`config.mk`:
```
export PLATFORM = sky130hd
export DESIGN_NAME = axi4_ram_bridge
export DESIGN_NICKNAME = d
export VERILOG_FILES = /design/src/rtl/axi4_ram_bridge.sv
export SDC_FILE = /design/constraint.sdc
export NUM_CORES = 1
export LEC_CHECK = 0
export CAP_MARGIN = 20
export CORE_AREA = 2 2 134 136
export DETAILED_ROUTE_END_ITERATION = 6
export DIE_AREA = 0 0 136 138
export PLACE_DENSITY = 0.84
export REMOVE_ABC_BUFFERS = 1
export SYNTH_ARGS = -nofsm -noshare
export SYNTH_HDL_FRONTEND = slang
export SYNTH_SLANG_ARGS = --single-unit
```
`constraint.sdc`:
```
create_clock -name clk -period 2.6 [get_ports clk]
set_clock_uncertainty 0.15 [all_clocks]
set_input_delay 0.52 -clock clk [delete_from_list [all_inputs] [get_ports clk]]
set_output_delay 0.52 -clock clk [all_outputs]
set_load 0.03 [all_outputs]
```
`src/rtl/axi4_ram_bridge.sv`:
```
`default_nettype none
// ============================================================================
// Module      : axi4_ram_bridge
// Description : AXI4 slave that serves one burst at a time and turns every
//               beat into a single access on a flat, word-indexed RAM port.
//               Reads and writes are arbitrated round-robin.
// Revision    : 1.0 - initial release
// ============================================================================
module axi4_ram_bridge #(
    parameter int unsigned ADDR_W   = 32,
    parameter int unsigned ID_W     = 4,
    parameter logic [31:0] RAM_BASE = 32'h8000_0000
) (
    input  logic              clk,
    input  logic              rst_n,
    // read address channel
    input  logic              arvalid,
    output logic              arready,
    input  logic [ADDR_W-1:0] araddr,
    input  logic [ID_W-1:0]   arid,
    input  logic [7:0]        arlen,
    input  logic [1:0]        arburst,
    // read data channel
    output logic              rvalid,
    input  logic              rready,
    output logic [31:0]       rdata,
    output logic [ID_W-1:0]   rid,
    output logic [1:0]        rresp,
    output logic              rlast,
    // write address channel
    input  logic              awvalid,
    output logic              awready,
    input  logic [ADDR_W-1:0] awaddr,
    input  logic [ID_W-1:0]   awid,
    input  logic [7:0]        awlen,
    input  logic [1:0]        awburst,
    // write data channel
    input  logic              wvalid,
    output logic              wready,
    input  logic [31:0]       wdata,
    input  logic [3:0]        wstrb,
    input  logic              wlast,
    // write response channel
    output logic              bvalid,
    input  logic              bready,
    output logic [ID_W-1:0]   bid,
    output logic [1:0]        bresp,
    // RAM helper port
    output logic [31:0]       ram_ridx,
    input  logic [31:0]       ram_rdata,
    output logic [31:0]       ram_widx,
    output logic [31:0]       ram_wdata,
    output logic [31:0]       ram_wmask,
    output logic              ram_wen
);

    localparam logic [1:0] c_BURST_FIXED = 2'b00;
    localparam logic [1:0] c_RESP_OKAY   = 2'b00;
    localparam logic [1:0] c_RESP_SLVERR = 2'b10;

    typedef enum logic [1:0] {
        ST_IDLE  = 2'd0,
        ST_READ  = 2'd1,
        ST_WRITE = 2'd2,
        ST_WRESP = 2'd3
    } state_t;

    state_t          state_q, state_d;
    logic            last_wr_q, last_wr_d;   // 1: the last granted channel was write
    logic [31:0]     ridx_q, ridx_d;         // read index, also drives ram_ridx
    logic [31:0]     widx_q, widx_d;         // write index of the next W beat
    logic            fixed_q, fixed_d;       // FIXED burst: index never advances
    logic [7:0]      len_q, len_d;
    logic [7:0]      beat_q, beat_d;
    logic [ID_W-1:0] id_q, id_d;
    logic            err_q, err_d;           // sticky wlast/beat-count mismatch
    logic            beat_rdy_q, beat_rdy_d; // RAM data for ridx_q is now valid

    logic [31:0]     w_ar_off, w_aw_off;
    logic [31:0]     w_ar_idx, w_aw_idx;
    logic            w_grant_rd, w_grant_wr;
    logic            w_last_beat;
    logic [31:0]     w_step;

    // Word index relative to the RAM base; wraps modulo 2^32, low bits dropped.
    assign w_ar_off = 32'(araddr) - RAM_BASE;
    assign w_aw_off = 32'(awaddr) - RAM_BASE;
    assign w_ar_idx = w_ar_off >> 2;
    assign w_aw_idx = w_aw_off >> 2;

    // Round-robin: on a tie the channel not served last wins.
    assign w_grant_rd  = arvalid && (!awvalid || last_wr_q);
    assign w_grant_wr  = awvalid && (!arvalid || !last_wr_q);
    assign w_last_beat = (beat_q == len_q);
    assign w_step      = fixed_q ? 32'd0 : 32'd1;

    // Fields that are pure functions of latched state or pass-through data.
    assign rdata     = ram_rdata;
    assign rid       = id_q;
    assign rresp     = c_RESP_OKAY;
    assign rlast     = rvalid && w_last_beat;
    assign bid       = id_q;
    assign bresp     = err_q ? c_RESP_SLVERR : c_RESP_OKAY;
    assign ram_ridx  = ridx_q;
    assign ram_widx  = widx_q;
    assign ram_wdata = wdata;

    // Byte strobes expanded to a full bit mask for the helper.
    for (genvar gi = 0; gi < 4; gi++) begin : g_wmask
        assign ram_wmask[gi*8 +: 8] = {8{wstrb[gi]}};
    end

    // Next-state and handshake outputs.
    always_comb begin
        state_d    = state_q;
        last_wr_d  = last_wr_q;
        ridx_d     = ridx_q;
        widx_d     = widx_q;
        fixed_d    = fixed_q;
        len_d      = len_q;
        beat_d     = beat_q;
        id_d       = id_q;
        err_d      = err_q;
        beat_rdy_d = beat_rdy_q;
        arready    = 1'b0;
        awready    = 1'b0;
        rvalid     = 1'b0;
        wready     = 1'b0;
        bvalid     = 1'b0;
        ram_wen    = 1'b0;

        case (state_q)
            ST_IDLE: begin
                if (w_grant_rd) begin
                    arready    = 1'b1;
                    state_d    = ST_READ;
                    last_wr_d  = 1'b0;
                    ridx_d     = w_ar_idx;
                    fixed_d    = (arburst == c_BURST_FIXED);
                    len_d      = arlen;
                    beat_d     = 8'd0;
                    id_d       = arid;
                    beat_rdy_d = 1'b0;
                end else if (w_grant_wr) begin
                    awready    = 1'b1;
                    state_d    = ST_WRITE;
                    last_wr_d  = 1'b1;
                    widx_d     = w_aw_idx;
                    fixed_d    = (awburst == c_BURST_FIXED);
                    len_d      = awlen;
                    beat_d     = 8'd0;
                    id_d       = awid;
                    err_d      = 1'b0;
                end
            end
            ST_READ: begin
                rvalid = beat_rdy_q;
                if (beat_rdy_q && rready) begin
                    beat_rdy_d = 1'b0;
                    if (w_last_beat) begin
                        state_d = ST_IDLE;
                    end else begin
                        beat_d = beat_q + 8'd1;
                        ridx_d = ridx_q + w_step;
                    end
                end else begin
                    // Index has been stable for a full cycle: RAM data is valid next.
                    beat_rdy_d = 1'b1;
                end
            end
            ST_WRITE: begin
                wready = 1'b1;
                if (wvalid) begin
                    // Gated by rst_n so an abandoned burst never writes in the reset cycle.
                    ram_wen = rst_n;
                    if (wlast != w_last_beat) begin
                        err_d = 1'b1;
                    end
                    if (w_last_beat) begin
                        state_d = ST_WRESP;
                    end else begin
                        beat_d = beat_q + 8'd1;
                        widx_d = widx_q + w_step;
                    end
                end
            end
            ST_WRESP: begin
                bvalid = 1'b1;
                if (bready) begin
                    state_d = ST_IDLE;
                    err_d   = 1'b0;
                end
            end
            default: begin
                state_d = ST_IDLE;
            end
        endcase
    end

    // State and burst-context registers.
    always_ff @(posedge clk) begin
        if (!rst_n) begin
            state_q    <= ST_IDLE;
            last_wr_q  <= 1'b1;
            ridx_q     <= 32'd0;
            widx_q     <= 32'd0;
            fixed_q    <= 1'b0;
            len_q      <= 8'd0;
            beat_q     <= 8'd0;
            id_q       <= '0;
            err_q      <= 1'b0;
            beat_rdy_q <= 1'b0;
        end else begin
            state_q    <= state_d;
            last_wr_q  <= last_wr_d;
            ridx_q     <= ridx_d;
            widx_q     <= widx_d;
            fixed_q    <= fixed_d;
            len_q      <= len_d;
            beat_q     <= beat_d;
            id_q       <= id_d;
            err_q      <= err_d;
            beat_rdy_q <= beat_rdy_d;
        end
    end

endmodule
`default_nettype wire

```
==> results of run 1 <==
[metal layers]
layer / up-vias / global-route usage, % / wire length (um)
met1: 3132 / 31.5 / 9600
met2: 521 / 45.1 / 12400
met3: 51 / 25.7 / 6030
li1: 3171 / - / -
met5: - / 7.41 / 158
met4: 4 / 10.4 / 1200
[state kept, by name, indices dropped and copies added (netlist names)]
name and count:
ram_ridx 32, ram_widx 32, beat_q 8, len_q 8, bid 4, state_q 2
beat_rdy_q 1, err_q 1, fixed_q 1, last_wr_q 1
[final timing paths]
| path | to | slack (ps) | cells past startpoint |
|---|---|---|---|
| max | awready | 70 | 6 |
| min | beat_rdy_q$_SDFFE_PN0P_ | 350 | 2 |
| max reg2reg | ram_widx[28]$_SDFFE_PN0P_ | 150 | 9 |
| min reg2reg | beat_rdy_q$_SDFFE_PN0P_ | 350 | 2 |
[per-stage QoR]
| stage | utilization (%) | cell area (sq um) |
|---|---|---|
| after global placement | 45.5 | 7990 |
| after detailed placement | 45.5 | 7990 |
| after global routing | 47.3 | 8290 |
| after CTS | 47.2 | 8270 |
| final | 47.3 | 8290 |
| after floorplan | - | 5410 |
[repair_timing]
item | in CTS | in global routing
resized for setup | 1 | 7
buffers inserted | 0 | 0
pin swaps | 0 | 0
setup endpoints to repair | 1 | 12
[cell families after synthesis]
kind of cell / after synthesis / share of synthesized area (%)
adders and majority gates: 10 / 1.95
and+or+nand+nor: 327 / 26.7
buffers and inverters: 173 / 16.8
xor gates and xnor gates: 23 / 3.15
DFF: 90 / 28.1
muxes: 6 / 0.977
other: 1 / 0.0585
AOI/OAI and AO/OA: 218 / 22.3
[critical path, delay by kind of cell]
family / cells / cell delay [ps]
buffers and inverters: 4 / 980
and+or+nand+nor: 2 / 370
[cells in the final DEF (no fill, tap or decap), types with 8 or more instances in the layout]
cell type / netlist / final
xnor2_1: 14 / 14
nor2_1: 71 / 71
nor3_1: 17 / 17
dfxtp_1: 90 / 90
o21ai_0: 47 / 47
xor2_1: 9 / 9
inv_1: 19 / 17
a21oi_1: 59 / 59
clkbuf_16: 0 / 9
a211oi_1: 8 / 8
nand4_1: 22 / 22
nor4_1: 11 / 11
and3_1: 18 / 18
nand2_1: 79 / 79
nand3_1: 53 / 53
ha_1: 10 / 8
nor2b_1: 9 / 9
a311oi_1: 14 / 14
buf_4: 105 / 62
a31oi_1: 12 / 12
clkdlybuf4s50_1: 0 / 168
[final cells by class]
| type | count | area, sq um | share of cell area (%) |
|---|---|---|---|
| flip-flops and latches | 90 | 1800 | 21.7 |
| multi-input cells | 587 | 3540 | 42.7 |
| well taps | 229 | 287 | 3.46 |
| clock inverters | 5 | 28.8 | 0.347 |
| clock buffers | 11 | 253 | 3.05 |
| inverters | 20 | 75.1 | 0.905 |
| repair buffers | 239 | 2300 | 27.8 |
[power by group]
part	internal (uW)	switching, uW	leakage, uW
clock network	696	585	0.000145
logic	2380	3160	0.00217
registers	1810	571	0.000739
==> results.ini, run 1 <==
[synth]
synth_enable_flop_cells = 0
synth_flop_cell = dfxtp_1
synthCells = 848
ys_top_cells_by_area = dfxtp_1, buf_4, nand2_1
yosys_warnings = 0
synthMostInstantiatedCell = buf_4
ys_ff_latch = 90
synthTopCellsByCount = buf_4, dfxtp_1, nand2_1
yosys.area.top_type = dfxtp_1
synthArstFlopShare_pct = 0
ys_seq_area_share_pct = 28.1
synth.avg_cell_area_sq_um = 7.55
netlist.area_leader.share_pct = 28.1
synth.distinct_cells = 75
syn_area_sq_um = 6400

[worst_setup_path]
critPathMaxFanout = 5
max_stage_delay_ps = 520
crit_arrival_ps = 1860
worstReg2RegStart = fixed_q$_SDFFE_PN0P_
critical_path_class = primary input to output pin
cp_data_required_time_ps = 1930
path_common_cell = buf_4
critPathLaunch = arvalid
critical-path-slowest-cell = clkdlybuf4s50_1
cp-end-kind = output pin
crit_chain = clkdlybuf4s50_1, and2_4, buf_4, nor2_1, buf_4, buf_4
cp-start-kind = primary input

[detailed_routing]
dr.pass1.iters = 5
drc = 0
vias = 6879
wirelength_um = 29400
drtIter0Drc = 666
wire_per_inst_um = 24.9
routed_via_density = 5.82
detail-route-antenna-nets = 0

[cts]
cts_num_sinks = 90
clk_pin_slew_worst_paths_ps = 70
cts_buffers = 9
clock_path_buffers = 2
cts_tree = done
root_buffer = clkbuf_16
htree_levels = 3
clk_latency_ps = 360
cts_hold_buf = 0

[floorplanning]
std_cell_rows = 49
die_y_um = 138
initial_utilization_pct = 36.5
io_pins = 347
coreArea_sq_um = 17500
dieArea_sq_um = 18800
die_w_um = 136

[sta]
finalCriticalPeriod_ps = 2530
fin_setup_tns_ps = 0
max_freq_mhz = 395
setup_slack_ps = 65.7
rsz0062_at_grt = no
fin_hold_ws_ps = 349
tightestPinTransition_ps = 519
relSlewSlack_pct = 65.2
report.final.setup_viol = 0
period_share_pct = 97.5
finalMaxSlewViolations = 0
hold_viol = 0

[power]
peakVddDrop_mv = 0.428
power_density_nw_per_um2 = 1110
total_power_uw = 9210
leakagePower_uw = 0.00305

[hold_path]
worstHoldStart = beat_rdy_q$_SDFFE_PN0P_
hp-class = register to register

[grt]
grt_overflow = 0
antenna_found_initial = 0
first_global_vias = 6371
grt_use_total_pct = 30.6
grt_max_degree = 37
grt_pass1_wl_um = 42500

[finish]
final.fill_count = 1714
insertedDiodeCount = 0
drive_gt1_share_pct = 12.0
num-nets-final = 1125
layoutNonFillerInstCount = 1181
syn_to_final_growth_pct = 29.5

[place]
io_buffer_count = 175
dpl.hpwl_um = 23500
dpl.cell_count = 1165
dpl_worst_slack_ps = -140
place_congestion = 0.955

[outcome]
status = finished, final reports clean

[flow_run]
max_cap_violations = 0

(Power assumes the default switching activity.)
==> inputs of run 2 (changes only) <==
--- a/config.mk
+++ b/config.mk
@@ -5,11 +5,12 @@
 export SDC_FILE = /design/constraint.sdc
 export NUM_CORES = 1
 export LEC_CHECK = 0
+export ABC_AREA = 1
 export CAP_MARGIN = 20
-export CORE_AREA = 2 2 134 136
+export CORE_MARGIN = 2
+export CORE_UTILIZATION = 42
 export DETAILED_ROUTE_END_ITERATION = 6
-export DIE_AREA = 0 0 136 138
-export PLACE_DENSITY = 0.84
+export PLACE_DENSITY = 0.9
 export REMOVE_ABC_BUFFERS = 1
 export SYNTH_ARGS = -nofsm -noshare
 export SYNTH_HDL_FRONTEND = slang
==> run 2 against run 1 <==
Power is 8.0% lower. Non-clock buffer count is 44 lower. Routed wire length is 13% higher. Final area is 4.9% higher. Sequential share of layout area is 1.0 points lower. First-iteration DRC count is 2.1% lower. Highest routed layer unchanged. Final cell count is 25% higher.
==> results.ini, run 2 <==
[outcome]
status = finished, final reports clean

[worst_setup_path]
max_stage_delay_ps = 350  ; -170 ps
cp-end-kind = output pin
critical_path_class = register to output pin
cp_data_required_time_ps = 1930  ; about the same
worst-path-buf-inv = 3  ; -1
critPathMaxFanout = 25  ; +20
critical-path-slowest-cell = dfxtp_1
crit_arrival_ps = 1730  ; -130 ps
crit_chain = inv_1, ha_1, buf_6, nand3_2, nor2_1, buf_4
cp_top_family = buffers and inverters
cp-start-kind = register

[synth]
synthCells = 1187  ; +40%
synth.distinct_cells = 41  ; -45%
synth.avg_cell_area_sq_um = 6.05  ; -20%
synthTopCellsByCount = nand2_1, nor2_1, buf_4
yosys.area.top_type = dfxtp_1
ys_top_cells_by_area = dfxtp_1, nand2_1, buf_4
synthMostInstantiatedCell = nand2_1
synth_enable_flop_cells = 0  ; unchanged
netlist.area_leader.share_pct = 25.1  ; -3.0 points
synth_flop_cell = dfxtp_1
yosys_warnings = 0  ; unchanged
ys_ff_latch = 90  ; unchanged
syn_area_sq_um = 7180  ; +12%
synthArstFlopShare_pct = 0  ; unchanged
ys_seq_area_share_pct = 25.1  ; -3.0 points

[floorplanning]
dieArea_sq_um = 18100  ; -3.3%
std_cell_rows = 47  ; -4.1%
initial_utilization_pct = 43.1  ; +6.6 points
io_pins = 347  ; unchanged
die_w_um = 135  ; -0.95%
die_y_um = 135  ; -2.4%
coreArea_sq_um = 16600  ; -5.1%

[grt]
grt_max_degree = 33  ; -11%
antenna_found_initial = 0  ; unchanged
first_global_vias = 7006  ; +10%
grt_overflow = 0  ; unchanged
grt_pass1_wl_um = 46900  ; +10%
grt_use_total_pct = 36.0  ; +5.4 points

[finish]
layoutNonFillerInstCount = 1480  ; +25%
post-route-util_pct = 52.2  ; +5.0 points
insertedDiodeCount = 0  ; unchanged
num-nets-final = 1433  ; +27%
layout_commonest_cell = nand2_1
drive_gt1_share_pct = 7.70  ; -4.3 points
final_cell_mix = nand2_1, nor2_1, clkdlybuf4s50_1
syn_to_final_growth_pct = 21.2

[place]
dpl_worst_slack_ps = 22.7  ; +162 ps
dpl.hpwl_um = 27800  ; +18%
place_congestion = 1.01  ; +5.5%
dpl.cell_count = 1464  ; +26%
io_buffer_count = 175  ; unchanged

[cts]
clk_latency_ps = 360  ; about the same
clk_pin_slew_worst_paths_ps = 70  ; about the same
cts_buffers = 9  ; unchanged
clock_path_buffers = 2  ; unchanged
root_buffer = clkbuf_16
cts_num_sinks = 90  ; unchanged
cts_tree = done
htree_levels = 3  ; unchanged

[power]
power_density_nw_per_um2 = 975  ; -12%
peakVddDrop_mv = 0.448  ; +4.7%
total_power_uw = 8480  ; -8.0%
leakagePower_uw = 0.00332  ; +8.7%

[sta]
finalCriticalPeriod_ps = 2400  ; -137 ps
hold_viol = 0  ; unchanged
period_share_pct = 92.2  ; -5.3 points
max_freq_mhz = 417  ; +5.7%
report.final.setup_viol = 0  ; unchanged
finalMaxSlewViolations = 0  ; unchanged
setup_slack_ps = 203  ; +137 ps

[detailed_routing]
wirelength_um = 33100  ; +13%
wire_per_inst_um = 22.4  ; -10%
drtIter0Drc = 652  ; -2.1%
vias = 7822  ; +14%
drc = 0  ; unchanged
dr.pass1.iters = 5  ; unchanged
routed_via_density = 5.29  ; -9.3%
detail-route-antenna-nets = 0  ; unchanged

[flow_run]
max_cap_violations = 0  ; unchanged

[hold_path]
hp-class = register to register

-- run 2: cell count changes in the layout (fill, tap and decap cells not counted), moves of 9 or more --
cell      change
nand2_1     +299
nor2_1      +125
inv_1        +46
buf_4        -40
nand4_1      -19
and3_1       -18
or2_2        +18
nand3b_1     +17
a21oi_1      -16
a311oi_1     -14
nor4_1       -11
nand3_1      +10
nor2b_1       -9
-- run 2: timing repair --
action	CTS	global route
endpoints found under the setup margin	0	5
setup buffers	0	0
hold buffers	0	0
resized for setup	0	3
-- run 2: tightest hold or removal path, stage by stage, from the launching register on --
cell and delay, ps:
dfxtp_1 310, inv_1 50, a21oi_1 50
-- run 2: logic make-up (layout without fill, tap and decap cells) --
family          count (synthesis)  after routing  share of synthesized area [%]
simple gates                  715            715                           42.0
buf+inv                       212            283                           17.5
compound gates                137            137                           10.9
flops                          90             90                           25.1
xor+xnor                       19             19                           2.32
fa+ha+maj                      10             10                           1.74
mux                             3              3                          0.418
other cells                     1              3                         0.0523
-- run 2: stage by stage --
step	hold slack, ps	TNS, ps	instance area (sq um)
floorplan	321	-6690	6200
global placement	287	0	8390
detailed placement	289	0	8390
CTS	299	0	8690
global route	325	-12.2	8690
finish	299	0	8690
-- run 2: where the power goes --
group	switching [uW]	internal (uW)	leakage, uW
registers	694	1850	0.000738
logic	2780	1780	0.00244
clock network	617	751	0.000143
-- run 2: final cells by class --
type,instances,area [sq um]
inverters,72,273
fillers,1669,7950
multi-input cells,887,4130
flip-flops and latches,90,1800
well taps,220,275
repair buffers,195,1920
clock buffers,10,229
clock inverters,6,65.1
-- run 2: worst paths after layout --
| check | startpoint | to | slack, ps | cells past startpoint |
|---|---|---|---|---|
| worst max register to register | fixed_q$_SDFFE_PN0P_ | ram_widx[26]$_SDFFE_PN0P_ | 270 | 10 |
| worst min register to register | err_q$_SDFFE_PN0P_ | err_q$_SDFFE_PN0P_ | 300 | 2 |
| worst max-delay path | state_q[1]$_SDFFE_PN0P_ | rlast | 200 | 6 |
| worst min-delay path | err_q$_SDFFE_PN0P_ | err_q$_SDFFE_PN0P_ | 300 | 2 |
-- run 2: metal layers --
layer / up-vias / part of all wire, % / global-route usage [%]
met3: 106 / 17 / 25.7
met5: - / 0.72 / 11.9
li1: 3788 / - / -
met1: 3446 / 29 / 31.3
met4: 6 / 8.7 / 26.4
met2: 476 / 45 / 56.8
